File: config.mk
export PLATFORM = sky130hd
export DESIGN_NAME = t01_keypad_loader_flat
export DESIGN_NICKNAME = d
export VERILOG_FILES = /design/src/rtl/t01_keypad_loader_pkg.sv /design/src/rtl/t01_keypad_loader_if.sv /design/src/rtl/t01_req_timer.sv /design/src/rtl/t01_keypad_loader.sv /design/src/flat_wrapper.sv
export SDC_FILE = /design/constraint.sdc
export NUM_CORES = 1
export LEC_CHECK = 0
export BUFFER_PORTS_ARGS = -buffer_cell sky130_fd_sc_hd__buf_2
export CORE_MARGIN = 2
export CORE_UTILIZATION = 57
export DETAILED_ROUTE_END_ITERATION = 16
export PLACE_DENSITY_LB_ADDON = 0.3
export SLEW_MARGIN = 20
export SYNTH_ARGS = -nofsm -noshare
export SYNTH_HDL_FRONTEND = slang
export SYNTH_HIERARCHICAL = 1
export SYNTH_SLANG_ARGS = --single-unit
File: constraint.sdc
create_clock -name clk -period 3.5 [get_ports clk]
set_input_delay 0.875 -clock clk [delete_from_list [all_inputs] [get_ports clk]]
set_output_delay 0.875 -clock clk [all_outputs]
set_load 0.01 [all_outputs]
File: src/rtl/t01_keypad_loader_pkg.sv
// t01_loader_pkg: shared types and key codes for the keypad loader.
// Holds the FSM state encoding, keypad command characters and scroll width.
package t01_loader_pkg;

  typedef enum logic [3:0] {
    ST_INIT   = 4'd0,
    ST_IDLE   = 4'd1,
    ST_WRITE  = 4'd2,
    ST_COUNT  = 4'd3,
    ST_RUN    = 4'd4,
    ST_SHOW   = 4'd5,
    ST_FETCH  = 4'd6,
    ST_HOLD   = 4'd7,
    ST_FINISH = 4'd8,
    ST_ERROR  = 4'd9
  } state_e;

  localparam logic [7:0] KEY_COMMIT = 8'h2A;
  localparam logic [7:0] KEY_ENTER  = 8'h23;
  localparam logic [7:0] KEY_DONE   = 8'h44;
  localparam logic [7:0] KEY_CLEAR  = 8'h43;
  localparam logic [7:0] KEY_ZERO   = 8'h30;

  localparam int unsigned SCROLL_W = 20;

endpackage

File: src/rtl/t01_keypad_loader_if.sv
// t01_keypad_loader_if: memory request bus between loader and request unit.
// master drives strobes/address/payload; slave returns done and read_data.
interface t01_keypad_loader_if #(
  parameter int unsigned DATA_W = 32
);
  logic              write_i;
  logic              read_i;
  logic [31:0]       data_adr;
  logic [DATA_W-1:0] write_data;
  logic              done;
  logic [DATA_W-1:0] read_data;

  modport master (
    output write_i, read_i, data_adr, write_data,
    input  done, read_data
  );

  modport slave (
    input  write_i, read_i, data_adr, write_data,
    output done, read_data
  );
endinterface

File: src/rtl/t01_req_timer.sv
// t01_req_timer: cycle counter for outstanding memory requests.
// Ports: clk, nRST, clr (restart), inc (count), tc (LIMIT-th cycle reached).
module t01_req_timer #(
  parameter int unsigned LIMIT = 1024
) (
  input  logic clk,
  input  logic nRST,
  input  logic clr,
  input  logic inc,
  output logic tc
);
  localparam int unsigned W = $clog2(LIMIT + 1);

  logic [W-1:0] cnt_q;

  // tc is high during the LIMIT-th cycle after clr drops
  assign tc = (cnt_q >= W'(LIMIT - 1));

  always_ff @(posedge clk or negedge nRST) begin
    if (!nRST) begin
      cnt_q <= '0;
    end else if (clr) begin
      cnt_q <= '0;
    end else if (inc && !tc) begin
      cnt_q <= cnt_q + W'(1);
    end
  end
endmodule

File: src/rtl/t01_keypad_loader.sv
// t01_keypad_loader: keypad program loader, CPU run control, result pager.
// Ports: clk, nRST, en/data/keyvalid (keypad), mem (request bus master),
//  instruction/pc_enable (CPU), write_adr/read_adr/num_adr (bases),
//  display/lcd_en (LCD), fsm_state/err/ovf (status).
// Option T01_LOADER_AUTOSCROLL_EN: HOLD advances after 2^20 idle cycles.
module t01_keypad_loader #(
  parameter int unsigned DATA_W         = 32,
  parameter int unsigned CHARS_PER_WORD = DATA_W / 8,
  parameter int unsigned MAX_WORDS      = 64,
  parameter int unsigned TIMEOUT_CYCLES = 1024,
  parameter logic [31:0] HALT_INSN      = 32'h60002023
) (
  input  logic                 clk,
  input  logic                 nRST,
  input  logic                 en,
  input  logic [7:0]           data,
  input  logic                 keyvalid,
  input  logic [31:0]          instruction,
  input  logic [31:0]          write_adr,
  input  logic [31:0]          read_adr,
  input  logic [31:0]          num_adr,
  t01_keypad_loader_if.master  mem,
  output logic                 pc_enable,
  output logic [7:0]           display,
  output logic                 lcd_en,
  output logic [3:0]           fsm_state,
  output logic                 err,
  output logic                 ovf
);
  import t01_loader_pkg::*;

  localparam logic [DATA_W-1:0] PACK_MASK =
    {DATA_W{1'b1}} >> (DATA_W - 8 * CHARS_PER_WORD);
  localparam logic [31:0] MAX_W32 = 32'(MAX_WORDS);

  state_e            state_q, state_n;
  logic [31:0]       idx_q, idx_n;
  logic [31:0]       num_q, num_n;
  logic [DATA_W-1:0] pack_q, pack_n;
  logic              wr_q, wr_n;
  logic              rd_q, rd_n;
  logic [31:0]       adr_q, adr_n;
  logic [DATA_W-1:0] wdat_q, wdat_n;
  logic              run_q, run_n;
  logic [7:0]        disp_q, disp_n;
  logic              lcd_q, lcd_n;
  logic              err_q, err_n;
  logic              ovf_q, ovf_n;
  logic              tmr_clr, tmr_inc, tmr_tc;

  logic is_commit, is_enter, is_done, is_clear;
  logic [7:0] rd8;
  logic unused_rd;

  assign is_commit = keyvalid && (data == KEY_COMMIT);
  assign is_enter  = keyvalid && (data == KEY_ENTER);
  assign is_done   = keyvalid && (data == KEY_DONE);
  assign is_clear  = keyvalid && (data == KEY_CLEAR);
  assign rd8       = mem.read_data[7:0];
  assign unused_rd = ^mem.read_data;

  t01_req_timer #(
    .LIMIT(TIMEOUT_CYCLES)
  ) u_timer (
    .clk (clk),
    .nRST(nRST),
    .clr (tmr_clr),
    .inc (tmr_inc),
    .tc  (tmr_tc)
  );

`ifdef T01_LOADER_AUTOSCROLL_EN
  logic [SCROLL_W-1:0] scr_q;
  logic                scr_tc;

  assign scr_tc = &scr_q;

  always_ff @(posedge clk or negedge nRST) begin
    if (!nRST) begin
      scr_q <= '0;
    end else if (state_q != ST_HOLD) begin
      scr_q <= '0;
    end else begin
      scr_q <= scr_q + SCROLL_W'(1);
    end
  end
`endif

  always_comb begin
    state_n = state_q;
    idx_n   = idx_q;
    num_n   = num_q;
    pack_n  = pack_q;
    wr_n    = wr_q;
    rd_n    = rd_q;
    adr_n   = adr_q;
    wdat_n  = wdat_q;
    run_n   = run_q;
    disp_n  = disp_q;
    lcd_n   = 1'b0;
    err_n   = err_q;
    ovf_n   = ovf_q;
    tmr_clr = 1'b1;
    tmr_inc = 1'b0;
    unique case (state_q)
      ST_INIT: begin
        if (en) state_n = ST_IDLE;
      end
      ST_IDLE: begin
        if (keyvalid) begin
          unique case (1'b1)
            is_commit: begin
              if (idx_q < MAX_W32) begin
                wr_n    = 1'b1;
                adr_n   = write_adr + (idx_q << 2);
                wdat_n  = pack_q;
                state_n = ST_WRITE;
              end else begin
                ovf_n = 1'b1;
              end
            end
            is_enter: begin
              wr_n    = 1'b1;
              adr_n   = num_adr;
              wdat_n  = DATA_W'(idx_q);
              num_n   = idx_q;
              state_n = ST_COUNT;
            end
            default: begin
              pack_n = ((pack_q << 8) | DATA_W'(data))
                       & PACK_MASK;
              disp_n = data;
            end
          endcase
        end
      end
      ST_WRITE, ST_COUNT, ST_FETCH: begin
        tmr_clr = 1'b0;
        tmr_inc = 1'b1;
        // done in the last allowed cycle still completes
        if (mem.done) begin
          wr_n = 1'b0;
          rd_n = 1'b0;
          if (state_q == ST_WRITE) begin
            idx_n   = idx_q + 32'd1;
            pack_n  = '0;
            disp_n  = 8'h00;
            state_n = ST_IDLE;
          end else if (state_q == ST_COUNT) begin
            idx_n   = '0;
            run_n   = 1'b1;
            state_n = ST_RUN;
          end else begin
            disp_n  = (rd8 == 8'h00) ? KEY_ZERO : rd8;
            lcd_n   = 1'b1;
            idx_n   = idx_q + 32'd1;
            state_n = ST_HOLD;
          end
        end else if (tmr_tc) begin
          wr_n    = 1'b0;
          rd_n    = 1'b0;
          run_n   = 1'b0;
          err_n   = 1'b1;
          state_n = ST_ERROR;
        end
      end
      ST_RUN: begin
        if ((instruction == HALT_INSN) || is_done) begin
          run_n   = 1'b0;
          idx_n   = '0;
          state_n = ST_SHOW;
        end
      end
      ST_SHOW: begin
        if ((idx_q == num_q) || is_commit) begin
          state_n = ST_FINISH;
        end else begin
          rd_n    = 1'b1;
          adr_n   = read_adr + (idx_q << 2);
          state_n = ST_FETCH;
        end
      end
      ST_HOLD: begin
        if (is_enter) begin
          disp_n  = 8'h00;
          state_n = ST_SHOW;
        end
`ifdef T01_LOADER_AUTOSCROLL_EN
        else if (scr_tc) begin
          disp_n  = 8'h00;
          state_n = ST_SHOW;
        end
`endif
      end
      ST_FINISH, ST_ERROR: begin
        if (is_clear) begin
          idx_n   = '0;
          num_n   = '0;
          pack_n  = '0;
          state_n = ST_IDLE;
        end
      end
      default: begin
        state_n = ST_INIT;
      end
    endcase
  end

  always_ff @(posedge clk or negedge nRST) begin
    if (!nRST) begin
      state_q <= ST_INIT;
      idx_q   <= '0;
      num_q   <= '0;
      pack_q  <= '0;
      wr_q    <= 1'b0;
      rd_q    <= 1'b0;
      adr_q   <= '0;
      wdat_q  <= '0;
      run_q   <= 1'b0;
      disp_q  <= '0;
      lcd_q   <= 1'b0;
      err_q   <= 1'b0;
      ovf_q   <= 1'b0;
    end else begin
      state_q <= state_n;
      idx_q   <= idx_n;
      num_q   <= num_n;
      pack_q  <= pack_n;
      wr_q    <= wr_n;
      rd_q    <= rd_n;
      adr_q   <= adr_n;
      wdat_q  <= wdat_n;
      run_q   <= run_n;
      disp_q  <= disp_n;
      lcd_q   <= lcd_n;
      err_q   <= err_n;
      ovf_q   <= ovf_n;
    end
  end

  assign mem.write_i    = wr_q;
  assign mem.read_i     = rd_q;
  assign mem.data_adr   = adr_q;
  assign mem.write_data = wdat_q;
  assign pc_enable      = run_q;
  assign display        = disp_q;
  assign lcd_en         = lcd_q;
  assign fsm_state      = state_q;
  assign err            = err_q;
  assign ovf            = ovf_q;
endmodule

File: src/flat_wrapper.sv
// flat-port wrapper written by rule: the top's interface ports become plain ports
module t01_keypad_loader_flat import t01_loader_pkg::*;
#(
  parameter int unsigned DATA_W         = 32,
  parameter int unsigned CHARS_PER_WORD = DATA_W / 8,
  parameter int unsigned MAX_WORDS      = 64,
  parameter int unsigned TIMEOUT_CYCLES = 1024,
  parameter logic [31:0] HALT_INSN      = 32'h60002023
)
  (clk, nRST, en, data, keyvalid, instruction, write_adr, read_adr, num_adr, pc_enable, display, lcd_en, fsm_state, err, ovf, mem_write_i, mem_read_i, mem_data_adr, mem_write_data, mem_done, mem_read_data);
  t01_keypad_loader_if #(.DATA_W(DATA_W)) mem_i ();
  input  logic clk;
  input  logic nRST;
  input  logic en;
  input  logic [7:0] data;
  input  logic keyvalid;
  input  logic [31:0] instruction;
  input  logic [31:0] write_adr;
  input  logic [31:0] read_adr;
  input  logic [31:0] num_adr;
  output logic pc_enable;
  output logic [7:0] display;
  output logic lcd_en;
  output logic [3:0] fsm_state;
  output logic err;
  output logic ovf;
  output wire logic [$bits(mem_i.write_i)-1:0] mem_write_i;
  output wire logic [$bits(mem_i.read_i)-1:0] mem_read_i;
  output wire logic [$bits(mem_i.data_adr)-1:0] mem_data_adr;
  output wire logic [$bits(mem_i.write_data)-1:0] mem_write_data;
  input wire logic [$bits(mem_i.done)-1:0] mem_done;
  input wire logic [$bits(mem_i.read_data)-1:0] mem_read_data;
  assign mem_write_i = mem_i.write_i;
  assign mem_read_i = mem_i.read_i;
  assign mem_data_adr = mem_i.data_adr;
  assign mem_write_data = mem_i.write_data;
  assign mem_i.done = mem_done;
  assign mem_i.read_data = mem_read_data;
  t01_keypad_loader #(.DATA_W(DATA_W), .CHARS_PER_WORD(CHARS_PER_WORD), .MAX_WORDS(MAX_WORDS), .TIMEOUT_CYCLES(TIMEOUT_CYCLES), .HALT_INSN(HALT_INSN)) u_core (.clk(clk), .nRST(nRST), .en(en), .data(data), .keyvalid(keyvalid), .instruction(instruction), .write_adr(write_adr), .read_adr(read_adr), .num_adr(num_adr), .mem(mem_i), .pc_enable(pc_enable), .display(display), .lcd_en(lcd_en), .fsm_state(fsm_state), .err(err), .ovf(ovf));
endmodule
==> Implementation_results.wiki <==
{| class="wikitable"
! Metric !! Value
|-
| Synthesized area per cell || just over 8 µm²
|-
| Initial core utilization || 57.9%
|-
| Number of port buffers || 230
|-
| Via count of the first global-routing pass || roughly 12000
|-
| I/O pins || around 260
|-
| Lkg Pwr || slightly below 8 nW
|-
| Root Buffer Master || clkbuf_16
|-
| Worst supply voltage drop on vdd || 0.415 mV
|-
| Placed Instances || 2111
|-
| Cell depth of the worst flop-to-flop path || 12
|-
| FF+latch count, synth || ~190
|-
| Count of pins over their slew limit || 0
|-
| Final std cell area, no fill || approximately 16000 µm²
|-
| Kind of start point of the critical path || input port
|-
| Count of unique library cells instantiated by Yosys || 84
|-
| Synthesis-to-finish area growth || 20.7%
|-
| Number of nets with antenna violations after routing || 0
|-
| Synth warn || 6
|-
| Number of enable flip-flop cells after synthesis || 0
|-
| Post-CTS Hold Buffers || 0
|-
| Filler cell count || roughly 1800
|-
| Share of synthesized registers carrying an async set or reset || 100%
|-
| Clock tree from TritonCTS || yes
|-
| GRT Residual Overflow || 0
|-
| Clock tree skew after final layout || ~0.025 ns
|-
| Pwr Density || 557 nW/µm²
|-
| Global-route wire length before repair || around 67000 µm
|-
| Peak Freq || between 200 and 300 MHz
|-
| Post-Syn Nets || ~1800
|-
| Slew @ Worst Pin || around 0.70 ns
|-
| Clk buf depth || 2
|-
| Max_slew headroom || 53.5%
|-
| Startpoint-to-endpoint class of the critical path || input port to flip-flop
|-
| Number of cells produced by synthesis || about 1600
|-
| Clock transition time at the flip-flop clock pins of the worst setup and hold paths || about 0.080 ns
|-
| Highest-count cells in the layout ignoring fill and taps || 251 x nand2_1, 229 x buf_2, 189 x dfrtp_1, 155 x o21ai_0, 117 x buf_4
|-
| Final min period || 3.39 ns
|-
| HP Class || input port to async pin
|-
| DRC || 0
|-
| Endpoint required time on the critical path || a little under 4 ns
|-
| Fraction of final layout cells with drive strength greater than 1 || around 23%
|-
| Utilization of the core after routing || a little over two thirds
|-
| Min Hold Slack || 0.431 ns
|-
| Rows || 55
|-
| GR Util All Layers || between 30 and 40%
|-
| Highest fanout seen on the critical path || 4
|-
| Seq/Total Area, Yosys || ~36%
|-
| Number of max-cap violations || 0
|-
| Routed length per instance || between 15 and 20 µm
|-
| Critical path arrival || between 3 and 4 ns
|-
| Outcome || complete, no violations
|-
| Nature of the critical path endpoint || flip-flop
|-
| Die Y || 155 µm
|-
| Most common cell after layout, fill and taps aside || nand2_1
|-
| DPL Wire Length || around 32000 µm
|-
| Violation count after the first detailed-route iteration || 1387
|-
| Placeable Area || about 23000 µm²
|-
| Number of vias after detailed routing || approximately 13000
|-
| Source-to-sink clock delay at the later pin of the worst-skew pair || around 0.46 ns
|-
| Total Negative Setup Slacks || 0 ns
|-
| Iteration count of the initial detailed-routing pass || 5
|-
| Unrepaired setup endpoints after global routing || false
|-
| Antenna violations before repair || 1
|-
| Htree depth || 4
|-
| Cell area after synthesis || between 10000 and 15000 µm²
|-
| Flip-flop cell with the highest count after synthesis || dfrtp_1
|-
| Placement Cell Area || around 15000 µm²
|-
| Endpoints failing hold || 0
|-
| Non-filler cells, final || between 2000 and 2500
|-
| Maximum number of pins on one net before global-route repair || 78
|-
| Clock sink count || 189
|-
| Total wirelength of the detailed-routed design || between 40000 and 50000 µm
|-
| Global placer's final weighted congestion || just under 1
|-
| CTS Buf Count || 17
|-
| Die Area || around 24000 µm²
|-
| Final Net Count || roughly 2100
|-
| Per-cell via count in the routed design || slightly above 6
|-
| Die width || ~160 µm
|-
| Setup Viol. Count Final || 0
|-
| Fraction of the cycle the final worst path needs || a little over nine tenths
|}
routing by layer:
layer	GRT usage (%)	share of wire (%)	routed length [µm]	vias to the layer above
met5	0	0	0	-
met4	11.2	2.9	1240	0
met3	5.21	8.7	3730	89
met2	56.6	46	19500	664
met1	50.3	43	18300	6293
li1	-	-	-	6224
state kept, by name, indices dropped and copies added, names as in the netlist, 4 cells and up:
name	cells
u_core/display	8
u_core/num_q	32
u_core/mem.data_adr	32
u_core/mem.write_data	32
u_core/u_timer/cnt_q	11
u_core/idx_q	32
u_core/fsm_state	4
u_core/pack_q	32
cells in the mapped netlist, drive strengths merged, types with 16 or more instances:
library cell	n	area, µm²
a21oi	114	571
inv	28	105
or3	16	100
nor2b	19	119
and3	18	123
nor3	23	125
dfrtp	189	4730
mux2i	33	330
o21ai	164	821
ha	60	751
a31oi	20	125
a211oi	17	128
nand3	68	353
xor2	53	464
nand4	19	125
xnor2	35	307
a21o	31	233
nor4	30	200
nor2	111	424
buf	18	105
clkbuf	91	342
nand2	251	942
layout make-up:
cell class | count | area, µm² | share of cell area [%]
Timing Repair Buffer | 350 | 2100 | 13.4
Tap cell | 285 | 357 | 2.27
Clock inverter | 14 | 178 | 1.13
Antenna cell | 1 | 2.50 | 0.0159
Inverter | 28 | 105 | 0.669
Multi-Input combinational cell | 1261 | 7800 | 49.7
Clock buffer | 18 | 439 | 2.80
Sequential cell | 189 | 4730 | 30.1
logic make-up after synthesis:
logic type | synth area share (%)
compound gates | 21.2
xor+xnor | 5.92
fa+ha+maj | 6.07
buf+inv | 4.24
flops | 36.3
mux | 2.80
simple gates | 23.5
through the flow:
stage | power (mW) | setup slack [ns]
4_1_cts | 8.70 | 0.0393
3_5_place_dp | 6.66 | -0.413
5_1_grt | 9.26 | 0.0205
2_1_floorplan | 5.22 | 0.00728
3_3_place_gp | 6.56 | -0.344
6_report | 8.76 | 0.107
critical path, stage by stage:
cell,delay [ns]
buf_2,0.10
ha_1,0.22
fa_2,0.35
a21oi_2,0.18
o2111ai_2,0.20
a221o_1,0.39
or4b_4,0.55
a22oi_2,0.26
buf_4,0.16
buf_4,0.09
o31ai_1,0.06
o21ai_1,0.14
o221a_2,0.19
worst paths after layout:
path	startpoint	slack (ns)	end
worst max-delay path	write_adr[2]	0.11	u_core/mem.data_adr[22]
worst min-delay path	nRST	0.43	u_core/mem.data_adr[1]
worst max register to register	u_core/idx_q[5]	0.18	u_core/mem.data_adr[22]
worst min register to register	u_core/pack_q[30]	0.48	u_core/pack_q[30]
max in group asynchronous	nRST	2.28	u_core/idx_q[8]
min in group clk	u_core/pack_q[30]	0.48	u_core/pack_q[30]
repair_timing:
| action | CTS | global route |
|---|---|---|
| setup endpoints to repair | 0 | 4 |
| resized for setup | 0 | 6 |
| setup buffers | 0 | 2 |
report_power, final:
group	leakage [nW]	total (mW)	internal, mW	switching (mW)
logic	5.04	3.65	1.39	2.26
clock network	0.299	2.03	0.997	1.04
registers	2.51	3.08	2.68	0.398
total	7.84	8.76	5.07	3.69
No activity file was read; power rests on OpenSTA's default activity.
